File: src/rtl/uart_tx_if.sv
// Byte-in handshake and serial-out bundle between a producer and uart_tx.
interface uart_tx_if;
   logic [7:0] i_data;
   logic       i_start;
   logic       o_ready;
   logic       o_done;
   logic       tx;

   // Producer side: drives the byte request, observes status and line
   modport master (
      output i_data,
      output i_start,
      input  o_ready,
      input  o_done,
      input  tx
   );

   // Transmitter side
   modport slave (
      input  i_data,
      input  i_start,
      output o_ready,
      output o_done,
      output tx
   );
endinterface

File: src/rtl/uart_tx.sv
// UART transmitter: 8 data bits LSB first, optional parity, 1 or 2 stop bits,
// internal baud counter. All outputs are registered from the next state so
// they change on the same edge as the state they describe.
module uart_tx #(
   parameter int unsigned BAUD      = 104,
   parameter int unsigned PARITY    = 0,
   parameter int unsigned STOP_BITS = 1
) (
   input  logic     clk,
   input  logic     rst,
   uart_tx_if.slave bus
);

   localparam int unsigned      CNT_W     = (BAUD > 1) ? $clog2(BAUD) : 1;
   localparam logic [CNT_W-1:0] CNT_LAST  = CNT_W'(BAUD - 1);
   localparam logic [2:0]       STOP_LAST = 3'(STOP_BITS - 1);

   typedef enum logic [2:0] {
      S_IDLE,
      S_START,
      S_DATA,
      S_PARITY,
      S_STOP
   } state_t;

   state_t           state_q, state_n;
   logic [CNT_W-1:0] cnt_q, cnt_n;
   logic [2:0]       bit_q, bit_n;
   logic [7:0]       shreg_q, shreg_n;
   logic             par_q, par_n;
   logic             tx_q, tx_n;
   logic             ready_q, ready_n;
   logic             done_q, done_n;
   logic             accept_c;
   logic             bit_end_c;

   assign accept_c  = bus.i_start && ready_q;
   assign bit_end_c = (cnt_q == CNT_LAST);

   // Next-state, datapath and registered-output values
   always_comb begin
      state_n = state_q;
      cnt_n   = cnt_q + CNT_W'(1);
      bit_n   = bit_q;
      shreg_n = shreg_q;
      par_n   = par_q;

      case (state_q)
         S_IDLE: begin
            cnt_n = '0;
            bit_n = '0;
            if (accept_c) begin
               state_n = S_START;
               shreg_n = bus.i_data;
               par_n   = (^bus.i_data) ^ (PARITY == 2);
            end
         end
         S_START: begin
            if (bit_end_c) begin
               cnt_n   = '0;
               state_n = S_DATA;
            end
         end
         S_DATA: begin
            if (bit_end_c) begin
               cnt_n   = '0;
               shreg_n = {1'b0, shreg_q[7:1]};
               if (bit_q == 3'd7) begin
                  bit_n   = '0;
                  state_n = (PARITY != 0) ? S_PARITY : S_STOP;
               end else begin
                  bit_n = bit_q + 3'd1;
               end
            end
         end
         S_PARITY: begin
            if (bit_end_c) begin
               cnt_n   = '0;
               state_n = S_STOP;
            end
         end
         S_STOP: begin
            if (bit_end_c) begin
               cnt_n = '0;
               if (bit_q == STOP_LAST) begin
                  bit_n   = '0;
                  state_n = S_IDLE;
               end else begin
                  bit_n = bit_q + 3'd1;
               end
            end
         end
         default: begin
            cnt_n   = '0;
            bit_n   = '0;
            state_n = S_IDLE;
         end
      endcase

      case (state_n)
         S_START:  tx_n = 1'b0;
         S_DATA:   tx_n = shreg_n[0];
         S_PARITY: tx_n = par_n;
         default:  tx_n = 1'b1;
      endcase

      ready_n = (state_n == S_IDLE);
      done_n  = (state_q == S_STOP) && (state_n == S_IDLE);
   end

   // State and output registers with synchronous reset
   always_ff @(posedge clk) begin
      if (rst) begin
         state_q <= S_IDLE;
         cnt_q   <= '0;
         bit_q   <= '0;
         shreg_q <= '0;
         par_q   <= 1'b0;
         tx_q    <= 1'b1;
         ready_q <= 1'b1;
         done_q  <= 1'b0;
      end else begin
         state_q <= state_n;
         cnt_q   <= cnt_n;
         bit_q   <= bit_n;
         shreg_q <= shreg_n;
         par_q   <= par_n;
         tx_q    <= tx_n;
         ready_q <= ready_n;
         done_q  <= done_n;
      end
   end

   assign bus.tx      = tx_q;
   assign bus.o_ready = ready_q;
   assign bus.o_done  = done_q;

endmodule

File: src/flat_wrapper.sv
// flat-port wrapper written by rule: the top's interface ports become plain ports
module uart_tx_flat 
#(
   parameter int unsigned BAUD      = 104,
   parameter int unsigned PARITY    = 0,
   parameter int unsigned STOP_BITS = 1
)
  (clk, rst, bus_i_data, bus_i_start, bus_o_ready, bus_o_done, bus_tx);
  uart_tx_if bus_i ();
  input  logic clk;
  input  logic rst;
  input wire logic [$bits(bus_i.i_data)-1:0] bus_i_data;
  input wire logic [$bits(bus_i.i_start)-1:0] bus_i_start;
  output wire logic [$bits(bus_i.o_ready)-1:0] bus_o_ready;
  output wire logic [$bits(bus_i.o_done)-1:0] bus_o_done;
  output wire logic [$bits(bus_i.tx)-1:0] bus_tx;
  assign bus_i.i_data = bus_i_data;
  assign bus_i.i_start = bus_i_start;
  assign bus_o_ready = bus_i.o_ready;
  assign bus_o_done = bus_i.o_done;
  assign bus_tx = bus_i.tx;
  uart_tx #(.BAUD(BAUD), .PARITY(PARITY), .STOP_BITS(STOP_BITS)) u_core (.clk(clk), .rst(rst), .bus(bus_i));
endmodule
File: config.mk
export PLATFORM = sky130hd
export DESIGN_NAME = uart_tx_flat
export DESIGN_NICKNAME = d
export VERILOG_FILES = /design/src/rtl/uart_tx_if.sv /design/src/rtl/uart_tx.sv /design/src/flat_wrapper.sv
export SDC_FILE = /design/constraint.sdc
export NUM_CORES = 1
export LEC_CHECK = 0
export CORE_ASPECT_RATIO = 1.1
export CORE_MARGIN = 2
export CORE_UTILIZATION = 50
export DETAILED_ROUTE_END_ITERATION = 10
export PLACE_DENSITY = 0.7
export SYNTH_ARGS = -nofsm -noshare
export SYNTH_HDL_FRONTEND = slang
export SYNTH_SLANG_ARGS = --single-unit
File: constraint.sdc
create_clock -name clk -period 1.9 [get_ports clk]
set_input_delay 0.57 -clock clk [delete_from_list [all_inputs] [get_ports clk]]
set_output_delay 0.57 -clock clk [all_outputs]
set_load 0.02 [all_outputs]
==> flow_summary.yaml <==
setup_path:
  worst-setup-path-type: "reg -> out"
  r2r_start: "u_core.cnt_q[0]"
  regToRegSetupSlack_ns: 0.22
  worst_path_max_delay_cell: "clkdlybuf4s50_1"
  start_kind: "flip-flop"
  arrival_ns: 1.24
  ff2ff_path_depth: 5
  endpoint_kind: "output port"
  crit_fanout: 1
  r2r-end: "u_core.bus.tx"
  worstPathRequired_ns: 1.33
  path_cells: "clkdlybuf4s50_1"
  path_delay_family: "buffers and inverters"
  cp_num_buf_inv: 1
  critPathMaxStageDelay_ns: 0.59
timing:
  worst_slew_pin_slew_ns: 0.4600
  finalClockSkew_ns: 0.002667
  fin_crit_ns: 1.808
  layout_setup_ws_ns: 0.09155
  fin_setup_tns_ns: 0
  setup_violations: 0
  slew_headroom_pct: 69.20
  fmax_mhz: 553.0
  rsz0062_at_grt: "false"
  whs_ns: 0.4571
  slew_viol_final: 0
  fin_crit_sh_pct: 95.18
  hold_viol_final: 0
yosys:
  yosysSeqAreaShare_pct: 36.76
  yosys_most_used_dff: "dfxtp_1"
  mappedNetlistNets: 164
  synth-seq-cells: 25
  synth_edf_count: 0
  ys_types: 41
  yosys_warnings: 0
  synth_area_per_cell_um2: 9.136
  netlist_area_um2: 1361
  synth-async-reset-ratio_pct: 0
  synthCells: 149
run_status:
  status: "finished clean"
routing:
  viasPerCell: 5.868
  drt_iter0_drc: 17
  drc: 0
  routed-via-count: 1156
  ant_nets: 0
  firstDrtPassIters: 4
  routed_wl_mm: 2.612
  wl_per_cell_um: 13.26
hold_path:
  hold_start: "u_core.cnt_q[0]"
  holdPathEnd: "u_core.cnt_q[0]"
  whs_path_depth: 1
  hold_class: "reg -> reg"
global_route:
  grt_max_degree: 15
  grt_pass1_wl_mm: 4.429
  antenna_found_initial: 0
  grt_pass1_vias: 1082
  grt_use_total_pct: 18.83
  grt_overflow: 0
layout:
  final_util_pct: 61.29
  design_area_um2: 1559
  nets: 182
  fillCellCount: 226
  final_cells: 197
  area_growth_pct: 14.52
  diodes: 0
  layout-drive-gt1-share_pct: 12.65
floorplan:
  io_pins: 14
  row_count: 19
  dieArea_um2: 3156
  fp.dieH_um: 58.73
  initial_core_util_pct: 53.52
  die_x_um: 53.75
  core_um2: 2544
flow_run:
  maxCapViolations: 0
placement:
  portBuffers: 13
  dpl.cell_count: 193
  dp_hpwl_mm: 1.983
  placed_cell_area_um2: 1534
  place_ws_ns: -0.05051
  place_congestion: 0.7795
power:
  p_leak_nw: 0.5588
  ir_worst_vdd_v: 0.0004894
  p_total_mw: 0.9718
  power.density_nw_per_um2: 623.3
clocking:
  numClockSinks: 25
  path_clk_slew_ns: 0.13
  ctsHoldBuffers: 0
  cts_root_buffer: "clkbuf_4"
  clk_latency_ns: 0.31
  cts_buffers: 3
  cts_max_path_buffers: 2
  htree_levels: 1
  cts_tree: "yes"
layer usage:
metal  share of wire [%]  vias up  global-route usage [%]
li1                    -      568                       -
met1                  45      568                   22.65
met2                  52       16                   32.23
met3                 2.5        4                   2.284
met4                 1.0        0                   9.524
met5                   0        -                       0
flip-flops by register name (all words and copies together), names as in the netlist:
| signal | count |
|---|---|
| u_core.bus.tx | 1 |
| u_core.bit_q | 3 |
| u_core.par_q | 1 |
| u_core.shreg_q | 8 |
| u_core.cnt_q | 7 |
| u_core.bus.o_done | 1 |
| u_core.state_q | 3 |
| u_core.bus.o_ready | 1 |
timing repair:
action                                  CTS  global route
endpoints found under the setup margin    1             0
setup buffers                             0             0
resized for setup                         1             0
cells in the mapped netlist, drive strengths merged (2+ instances only):
library cell,n,share of area (%)
or3b,2,1.5
and3,3,1.4
inv,5,1.4
o21ai,4,1.5
nor2b,3,1.4
mux2i,3,2.2
xor2,2,1.3
a21o,2,1.1
clkbuf,2,0.55
buf,6,3.6
a31oi,2,0.92
nor3b,5,3.5
a211oi,5,3.1
nand2b,7,3.2
xnor2,9,5.8
a22oi,7,3.9
ha,4,3.7
a21oi,11,4.3
nand2,3,0.83
dfxtp,25,37
nor2,14,4.0
nand3,13,5.1
cells in the final DEF (no fill, tap or decap), drive strengths merged:
cell type,n
dfxtp,25
nor2,14
nand3,13
clkdlybuf4s50,12
a21oi,11
xnor2,9
buf,8
nand2b,7
a22oi,7
inv,5
a211oi,5
nor3b,5
o21ai,4
ha,4
clkbuf,4
nand2,3
and3,3
nor2b,3
mux2i,3
a21o,2
a31oi,2
xor2,2
or3b,2
nand4bb,1
and4,1
a311oi,1
and2b,1
o21bai,1
or2,1
o31ai,1
or3,1
o22ai,1
a31o,1
a311o,1
o211ai,1
dlygate4sd2,1
power by group:
group	leakage (nW)	total, mW	switching (mW)	internal [mW]
logic	0.340	0.168	0.0756	0.0926
clock network	0.0150	0.237	0.155	0.0820
registers	0.204	0.567	0.0190	0.548
total	0.559	0.972	0.249	0.723
cell type report:
type	instances	area, um2	area share [%]
clock buffers	4	26.28	1.685
inverters	5	18.77	1.204
multi-input cells	111	785.8	50.40
flip-flops and latches	25	500.5	32.10
well taps	31	38.79	2.488
repair buffers	21	188.9	12.12
kinds of logic (layout without fill, tap and decap cells):
family	after synthesis	count (layout)	synth area share (%)
AND/OR/NAND/NOR	55	55	25.46
AO/OA/AOI/OAI	38	38	19.30
flip-flops	25	25	36.76
buffers and inverters	13	30	5.515
XOR/XNOR	11	11	7.078
adder cells (fa/ha/maj)	4	4	3.677
multiplexers	3	3	2.206
how the worst max path moves through the flow:
stage                      startpoint       endpoint  slack [ns]  cells after the start
detailed placement        bus_i_start  u_core.bus.tx       -0.05                      5
CTS                     u_core.bus.tx         bus_tx        0.08                      1
global placement          bus_i_start  u_core.bus.tx       -0.02                      5
floorplan                 bus_i_start  u_core.bus.tx        0.38                      5
global route        u_core.bus.o_done     bus_o_done        0.02                      1
finish                  u_core.bus.tx         bus_tx        0.09                      1
Power figures use the tool's default switching activity.
